File: src/rtl/mux_rr_nxnbit.sv
// NUM_CH-input registered arbitrating mux with valid/ready handshakes.
// Round-robin or fixed-priority grant feeding a one-stage output register.
module mux_rr_nxnbit #(
  parameter  int BUS_WIDTH = 8,
  parameter  int NUM_CH    = 4,
  parameter  int RR_MODE   = 1,
  localparam int CH_W      = $clog2(NUM_CH)
) (
  input  logic                        clk,
  input  logic                        reset_n,
  input  logic [NUM_CH*BUS_WIDTH-1:0] in_data,
  input  logic [NUM_CH-1:0]           in_valid,
  output logic [NUM_CH-1:0]           in_ready,
  output logic [BUS_WIDTH-1:0]        out_data,
  output logic [CH_W-1:0]             out_ch,
  output logic                        out_valid,
  input  logic                        out_ready
);

  logic                 r_valid;
  logic [BUS_WIDTH-1:0] r_data;
  logic [CH_W-1:0]      r_ch;
  logic [CH_W-1:0]      r_rr_ptr;

  logic                 w_load;
  logic                 w_any;
  logic                 w_accept;
  logic                 w_found;
  logic [CH_W-1:0]      w_start;
  logic [CH_W-1:0]      w_grant;
  logic [CH_W-1:0]      w_next_ptr;
  logic [CH_W:0]        w_sum;
  logic [BUS_WIDTH-1:0] w_sel;

  assign w_load   = ~r_valid | out_ready;
  assign w_any    = |in_valid;
  assign w_accept = w_load & w_any;
  assign w_start  = (RR_MODE != 0) ? r_rr_ptr : '0;

  // Scan upward from the start index, wrapping modulo NUM_CH.
  always_comb begin
    w_found = 1'b0;
    w_grant = '0;
    w_sum   = '0;
    for (int k = 0; k < NUM_CH; k++) begin
      w_sum = {1'b0, w_start} + (CH_W+1)'(k);
      if (w_sum >= (CH_W+1)'(NUM_CH))
        w_sum = w_sum - (CH_W+1)'(NUM_CH);
      if (!w_found && in_valid[w_sum[CH_W-1:0]]) begin
        w_found = 1'b1;
        w_grant = w_sum[CH_W-1:0];
      end
    end
  end

  assign w_next_ptr = (w_grant == CH_W'(NUM_CH-1)) ?
                      '0 : w_grant + 1'b1;

  assign w_sel = in_data[w_grant*BUS_WIDTH +: BUS_WIDTH];

  assign in_ready = (w_accept & reset_n) ?
                    (NUM_CH'(1) << w_grant) : '0;

  always_ff @(posedge clk or negedge reset_n) begin
    if (!reset_n) begin
      r_valid  <= 1'b0;
      r_data   <= '0;
      r_ch     <= '0;
      r_rr_ptr <= '0;
    end else if (w_accept) begin
      r_valid <= 1'b1;
      r_data  <= w_sel;
      r_ch    <= w_grant;
      if (RR_MODE != 0)
        r_rr_ptr <= w_next_ptr;
    end else if (w_load) begin
      r_valid <= 1'b0;
    end
  end

  assign out_valid = r_valid;
  assign out_data  = r_data;
  assign out_ch    = r_ch;

endmodule

File: config.mk
export PLATFORM = sky130hd
export DESIGN_NAME = mux_rr_nxnbit
export DESIGN_NICKNAME = d
export VERILOG_FILES = /design/src/rtl/mux_rr_nxnbit.sv
export SDC_FILE = /design/constraint.sdc
export NUM_CORES = 1
export LEC_CHECK = 0
export ABC_AREA = 0
export BUFFER_PORTS_ARGS = -buffer_cell sky130_fd_sc_hd__buf_2
export CORE_ASPECT_RATIO = 1.2
export CORE_MARGIN = 2
export CORE_UTILIZATION = 35
export DETAILED_ROUTE_END_ITERATION = 10
export GPL_ROUTABILITY_DRIVEN = 0
export HOLD_SLACK_MARGIN = 0.1
export PLACE_DENSITY = 0.67
export SLEW_MARGIN = 10
export SYNTH_ARGS = -nofsm -noshare
export SYNTH_HDL_FRONTEND = slang
export SYNTH_SLANG_ARGS = --single-unit
File: constraint.sdc
create_clock -name clk -period 4.3 [get_ports clk]
set_clock_uncertainty 0.2 [all_clocks]
set_input_delay 0.43 -clock clk [delete_from_list [all_inputs] [get_ports clk]]
set_output_delay 0.43 -clock clk [all_outputs]
set_load 0.005 [all_outputs]
==> results of run 1 <==
-- worst max-delay path: cells and delay by family, from the launching register on --
kind / cells / cell delay (ps)
simple gates: 4 / 1130
flops: 1 / 400
buf+inv: 2 / 290
fa+ha+maj: 1 / 210
-- cell usage after synthesis (2+ instances only) --
library cell  instances
o21ai_0              10
nand3_1               9
inv_1                 3
nor3_1                2
nand2_1               9
mux2_2                3
a21oi_1              10
nor2b_1               3
a221o_1               8
a211o_1               2
dfrtp_1              13
mux2_4                5
-- logic make-up after synthesis --
family | after synthesis | share of synthesized area, %
adder cells (fa/ha/maj) | 1 | 1.40
AND/OR/NAND/NOR | 30 | 18.7
flip-flops | 13 | 36.5
buffers and inverters | 6 | 3.37
multiplexers | 9 | 13.5
AO/OA/AOI/OAI | 34 | 26.6
-- layout make-up --
cell class,instances,share of cell area (%)
inverters,3,0.926
well taps,33,3.40
multi-input cells,74,44.1
clock buffers,4,2.16
flip-flops and latches,13,26.7
repair buffers,54,22.6
-- worst max-delay path by stage --
stage	end	slack (ps)
3_5_place_dp	in_ready[1]	1440
2_1_floorplan	in_ready[1]	2080
6_report	in_ready[1]	1360
5_1_grt	in_ready[1]	1180
3_3_place_gp	in_ready[1]	1520
4_1_cts	in_ready[1]	1340
-- per-layer routing --
| layer | GRT usage, % | wire, um | up-vias |
|---|---|---|---|
| li1 | - | - | 467 |
| met1 | 19.8 | 988 | 466 |
| met2 | 33.8 | 1380 | 30 |
| met3 | 2.02 | 131 | 7 |
| met4 | 10.7 | 72 | 0 |
| met5 | 0 | 0 | - |
-- report_power, final --
group / internal (W) / switching [W] / leakage, nW / total, W
Sequential: 0.000175 / 0.0000361 / 0.156 / 0.000211
Clock: 0.0000361 / 0.0000433 / 0.0150 / 0.0000794
Combinational: 0.000163 / 0.000162 / 0.444 / 0.000324
Total: 0.000374 / 0.000241 / 0.615 / 0.000615
-- timing repair --
| action | in CTS | in global routing |
|---|---|---|
| buffers inserted | 0 | 0 |
| hold buffers | 1 | 0 |
| endpoints found under the hold margin | 13 | 0 |
-- metrics by stage --
| stage | area [sq um] | worst slack [ps] | total power, W |
|---|---|---|---|
| 2_1_floorplan | 892 | 2080 | 0.000436 |
| 3_3_place_gp | 1180 | 1520 | 0.000530 |
| 3_5_place_dp | 1180 | 1440 | 0.000539 |
| 4_1_cts | 1220 | 1340 | 0.000620 |
| 5_1_grt | 1220 | 1180 | 0.000664 |
| 6_report | 1220 | 1360 | 0.000615 |
-- sequential cells by signal, indices dropped and copies added, names as in the netlist --
name and flops:
out_data 8, out_ch 2, r_rr_ptr 2, out_valid 1
==> results.cfg, run 1 <==
[status]
status = complete, no violations

[clock_tree]
tritoncts = done
cts.clk_slew.worst_paths_ps = 80
numCtsBuffers = 3
cts_resized = 0
cts_max_path_buffers = 2
root_buffer = clkbuf_4
clk_latency_ps = 280
ctsHtreeMaxLevel = 1
cts.sinks = 13

[pwr]
power_leakage_nw = 0.615
ir_drop_v = 0.000221
power.density_nw_per_um2 = 506

[routing]
via_count = 970
postRouteAntennaNets = 0
dr.pass1.iters = 4
routed_wl_um = 2570
avgRoutedWirePerCell_um = 14.2
drc = 0
viasPerCell = 5.36
drtIter0Drc = 22

[worst_setup_path]
r2r_slack_ps = 1890
path_max_fanout = 12
crit_chain = nor2b_1 -> nor4_4 -> nor2_2 -> inv_1 -> ha_1 -> and3_1 -> buf_2
worstReg2RegStart = r_rr_ptr[0]
criticalPathCategory = reg -> out
crit_arrival_ps = 2310
endpoint_kind = primary output
reg2reg_depth = 5
worstReg2RegEnd = out_data[1]
required_ps = 3670
slowest_delay_ps = 590
startpoint = r_rr_ptr[0]
cp_slowest_cell = nor2_2
worst_setup_path_start_kind = flip-flop

[floorplanning]
ios = 54
coreArea_sq_um = 2480
start_util_pct = 36.0
placement_rows = 20
die_h_um = 59.3
die-area_sq_um = 2970
chipWidth_um = 50.1

[cells_and_area]
fin_nets = 189
seqCellArea_sq_um = 325
multi_input_area_sq_um = 537
final_layout_size_suffix_gt1_share_pct = 45.3
final_common_cell = buf_2
layout.cells.most_common_list = buf_2 (53), dfrtp_1 (13), a21oi_1 (10), o21ai_0 (10)
area_growth_syn_to_layout_pct = 36.3
antennaDiodeCount = 0
num-fill-cells = 232
fin_util_pct = 49.1
fin_cells = 181

[global_routing]
grt_pass1_wl_um = 4040
gr-total-overflow = 0
grt_pass1_vias = 964
track_usage_pct = 18.2
antenna_found_initial = 0
grt_max_degree = 16

[hold_path]
hold_class = in -> reg
min_path_cells = 4
hold_path_end = out_valid
worstHoldStart = out_ready

[sta]
period_share_pct = 68.4
fin_hold_ws_ps = 202
finalSetupViolCount = 0
maxSlewViolCount = 0
min_period_ps = 2940
timing.setup.tns_ps = 0
slew_headroom_pct = 52.6
rsz0062_at_grt = false
fmax_ghz = 0.340
tightestPinTransition_ps = 710
finalHoldViolCount = 0

[synthesis]
synthArstFlopShare_pct = 100
syn-instance-count = 93
synth_edf_count = 0
synth_top_area_share_pct = 36.5
ys_types = 28
synthFlopType = dfrtp_1
syn_area_per_cell_sq_um = 9.59
syn_nets = 133
ys_seq_area_share_pct = 36.5
yosysTopAreaCell = dfrtp_1
synth_area_leaders = dfrtp_1 (36%), a221o_1 (9.0%), mux2_4 (8.4%), a21oi_1 (5.6%), o21ai_0 (5.6%)
syn_area_sq_um = 892
ys_seq_elements = 13
yosysWarningCount = 0

[place]
numPortBuffers = 53
dp.cells = 176
hpwl_um = 1990

[flow_run]
cap_violations = 0
Power figures use the tool's default switching activity.
==> run 2: changes to the inputs <==
- PLACE_DENSITY: 0.67 -> 0.7
- clock period: 4.3 -> 2.5 ns (I/O delays scaled with it)
==> run 2 against run 1 <==
  * Final cell count is 6.1% higher
  * Count of clock-buffer cells in the layout did not move
  * Global-route usage increased by 1.5 points
  * Largest cell class unchanged
==> results.cfg, run 2 (same netlist as run 1, synthesis figures left out) <==
[worst_setup_path]
required_ps = 2050
endpoint_kind = primary output
startpoint = r_rr_ptr[1]
criticalPathCategory = reg -> out
worstReg2RegStart = r_rr_ptr[1]
worst_setup_path_start_kind = flip-flop
r2r_slack_ps = 170
path_max_fanout = 6
crit_arrival_ps = 1880

[cells_and_area]
final_layout_size_suffix_gt1_share_pct = 48.4
largest_reg_flops = 8
layout.cells.most_common_list = buf_2 (53), dfrtp_1 (13), a21oi_1 (10), o21ai_0 (10)
fin_nets = 200
num-fill-cells = 248
antennaDiodeCount = 0
final_common_cell = buf_2
fin_util_pct = 53.4
area_growth_syn_to_layout_pct = 48.4

[clock_tree]
cts.sinks = 13
cts_max_path_buffers = 2
ctsHtreeMaxLevel = 1
numCtsBuffers = 3
clk_latency_ps = 270
tritoncts = done
cts.clk_slew.worst_paths_ps = 80
root_buffer = clkbuf_4

[place]
hpwl_um = 2080
numPortBuffers = 53
post-place-ws_ps = 90.0

[routing]
drc = 0
dr.pass1.iters = 6
via_count = 1017
drtIter0Drc = 14
avgRoutedWirePerCell_um = 14.6
viasPerCell = 5.30
routed_wl_um = 2800
postRouteAntennaNets = 0

[floorplanning]
coreArea_sq_um = 2480
placement_rows = 20
ios = 54
chipWidth_um = 50.1
die_h_um = 59.3
start_util_pct = 36.0
die-area_sq_um = 2970

[sta]
fin_ws_ps = 168
min_period_ps = 2330
finalHoldViolCount = 0
tightestPinTransition_ps = 555
timing.setup.tns_ps = 0
rsz0062_at_grt = false
finalSetupViolCount = 0
fmax_ghz = 0.429
maxSlewViolCount = 0
slew_headroom_pct = 62.7
period_share_pct = 93.3

[status]
status = complete, no violations

[pwr]
ir_drop_v = 0.000410
power.density_nw_per_um2 = 888
power_leakage_nw = 0.672

[global_routing]
grt_max_degree = 16
gr-total-overflow = 0
grt_pass1_vias = 953
antenna_found_initial = 0
grt_pass1_wl_um = 4370
track_usage_pct = 19.7

[flow_run]
cap_violations = 0

[hold_path]
hold_class = in -> reg
worstHoldStart = in_data[15]
==> run 2: what timing repair did <==
item	CTS	global route
resized for setup	1	1
endpoints found under the hold margin	14	0
setup buffers	0	6
endpoints found under the setup margin	1	1
hold buffers	3	0
pin swaps	0	2
==> run 2: path summary, 6_finish.rpt <==
| check | to | cells past startpoint |
|---|---|---|
| max | in_ready[1] | 8 |
| min | out_data[7] | 3 |
| max reg2reg | out_data[6] | 8 |
| min reg2reg | out_ch[1] | 2 |
| max in group asynchronous | out_valid | 2 |
| min in group asynchronous | out_data[4] | 2 |
==> run 2: layout make-up <==
class | instances | area [sq um] | share of cell area (%)
inverter | 3 | 11.3 | 0.851
multi-input combinational | 74 | 544 | 41.1
timing repair buffer | 65 | 375 | 28.4
sequential | 13 | 325 | 24.6
clock buffer | 4 | 26.3 | 1.98
tap | 33 | 41.3 | 3.12
==> run 2: critical path: stages (launching register included) <==
cell,delay (ps)
dfrtp_1,460
o21ai_1,210
a211oi_4,70
buf_4,170
nor2_4,160
inv_1,90
ha_1,170
and3_1,160
buf_2,120
==> run 2: per-stage QoR <==
step / cells / hold slack [ps] / power, W / cell area, sq um
final: 192 / 121 / 0.00118 / 1320
after global routing: 192 / 130 / 0.00126 / 1320
after CTS: 186 / 112 / 0.00112 / 1280
after detailed placement: 179 / -29.5 / 0.000972 / 1210
after global placement: 179 / -40.9 / 0.000954 / 1210
after floorplan: 93 / -246 / 0.000750 / 892
==> run 2: power breakdown <==
part           total [W]  internal, W  switching (W)
Sequential      0.000369     0.000301      0.0000674
Combinational   0.000674     0.000367       0.000307
Clock           0.000132    0.0000618      0.0000703
==> run 2: layer usage <==
| metal | vias up | part of all wire (%) | wire [um] | GRT usage (%) |
|---|---|---|---|---|
| li1 | 494 | - | - | - |
| met1 | 483 | 42 | 1190 | 24.2 |
| met2 | 34 | 51 | 1440 | 33.3 |
| met3 | 6 | 4.5 | 127 | 2.27 |
| met4 | 0 | 1.8 | 50 | 11.5 |
| met5 | - | 0 | 0 | 0 |
==> run 3: changes to the inputs <==
==> constraint.sdc (replaced) <==
create_clock -name clk -period 2.5 [get_ports clk]
set_clock_uncertainty 0.2 [all_clocks]
set_input_delay 0.125 -clock clk [delete_from_list [all_inputs] [get_ports clk]]
set_output_delay 0.125 -clock clk [all_outputs]
set_load 0.005 [all_outputs]
==> run 3 against run 2 <==
  * Sequential share of layout area down 3.9 points
  * Setup slack improved by 12 ps
  * Largest cell class is now non-clock buffers
  * Highest routed layer unchanged
  * Clock power about the same
==> results.cfg, run 3 (same netlist as run 1, synthesis figures left out) <==
[cells_and_area]
layout.cells.most_common_list = buf_2 (53), dlygate4sd3_1 (34), dfrtp_1 (13), a21oi_1 (10), o21ai_0 (10)
final_common_cell = buf_2
antennaDiodeCount = 0
fin_cells = 218
area_growth_syn_to_layout_pct = 76.7
final_layout_size_suffix_gt1_share_pct = 38.4
largest_reg_flops = 8
num-fill-cells = 197
fin_nets = 226

[sta]
rsz0062_at_grt = false
maxSlewViolCount = 0
min_period_ps = 2320
period_share_pct = 92.8
timing.setup.tns_ps = 0
tightestPinTransition_ps = 634
slew_headroom_pct = 57.6
fin_ws_ps = 180
finalHoldViolCount = 0
finalSetupViolCount = 0
fmax_ghz = 0.431

[hold_path]
min_path_cells = 4
hold_path_end = out_data[1]
worstHoldStart = in_data[25]
hold_class = in -> reg

[pwr]
ir_drop_v = 0.000409
power_leakage_nw = 0.769
power.density_nw_per_um2 = 717

[floorplanning]
die_h_um = 59.3
placement_rows = 20
chipWidth_um = 50.1
coreArea_sq_um = 2480
start_util_pct = 36.0
ios = 54
die-area_sq_um = 2970

[clock_tree]
cts_setup_buffers = 0
cts.clk_slew.worst_paths_ps = 80
root_buffer = clkbuf_4
tritoncts = done
cts_max_path_buffers = 2
cts.sinks = 13
ctsHtreeMaxLevel = 1
clk_latency_ps = 270
numCtsBuffers = 3

[status]
status = complete, no violations

[global_routing]
track_usage_pct = 21.8
grt_pass1_wl_um = 4840
antenna_found_initial = 0
grt_pass1_vias = 1137
gr-total-overflow = 0
grt_max_degree = 14

[routing]
avgRoutedWirePerCell_um = 14.1
viasPerCell = 5.13
postRouteAntennaNets = 0
drc = 0
via_count = 1118
drtIter0Drc = 21
routed_wl_um = 3080
dr.pass1.iters = 4

[place]
numPortBuffers = 53
hpwl_um = 1980
dp.cells = 180
post-place-ws_ps = 353

[worst_setup_path]
worstReg2RegStart = r_rr_ptr[1]
r2r_slack_ps = 330
reg2reg_depth = 5
criticalPathCategory = reg -> out
crit_arrival_ps = 2000
worst_setup_path_start_kind = flip-flop
required_ps = 2170
worstReg2RegEnd = out_data[4]
path_max_fanout = 9
endpoint_kind = primary output

[flow_run]
cap_violations = 0
run 3: through the flow:
stage,area (sq um),utilization [%],hold slack [ps],total power [W]
2_1_floorplan,892,-,-371,0.000750
3_3_place_gp,1210,48.8,-161,0.000940
3_5_place_dp,1210,48.8,-158,0.000958
4_1_cts,1580,63.6,101,0.00113
5_1_grt,1580,63.6,152,0.00122
6_report,1580,63.6,100,0.00113
run 3: layout make-up:
type	count	area [sq um]	area share, %
clock buffers	4	26.3	1.67
inverters	3	11.3	0.714
multi-input cells	74	537	34.0
flip-flops and latches	13	325	20.6
well taps	33	41.3	2.62
repair buffers	91	636	40.3
run 3: what timing repair did:
item	4_1_cts	5_1_grt
gates resized for setup	0	0
hold buffers	34	0
endpoints found under the hold margin	22	0
run 3: routing by layer:
| layer | global-route usage [%] | part of all wire [%] | up-vias |
|---|---|---|---|
| met3 | 3.03 | 6.8 | 10 |
| met2 | 39.1 | 51 | 65 |
| met4 | 10.3 | 2.7 | 0 |
| met5 | 0 | 0 | - |
| li1 | - | - | 540 |
| met1 | 25.6 | 39 | 503 |
run 3: worst max-delay path, cell delays in order, from the launching register on:
cell and delay (ps):
dfrtp_1 460, nor4_4 510, nor2_2 90, buf_4 180, inv_1 90, ha_1 140, and3_1 140, buf_2 110
run 3: worst max path at each step:
| stage | depth (start not counted) | start | endpoint |
|---|---|---|---|
| 3_3_place_gp | 5 | r_rr_ptr[1] | out_data[6] |
| 4_1_cts | 7 | r_rr_ptr[1] | in_ready[1] |
| 3_5_place_dp | 5 | r_rr_ptr[1] | out_data[4] |
| 6_report | 7 | r_rr_ptr[1] | in_ready[1] |
| 5_1_grt | 8 | r_rr_ptr[1] | in_ready[1] |
| 2_1_floorplan | 5 | r_rr_ptr[1] | out_data[2] |
run 3: power breakdown:
| group | internal (W) | switching [W] | total (W) |
|---|---|---|---|
| combinational | 0.000337 | 0.000296 | 0.000633 |
| clock | 0.0000618 | 0.0000699 | 0.000132 |
| sequential | 0.000301 | 0.0000653 | 0.000366 |
| total | 0.000700 | 0.000431 | 0.00113 |
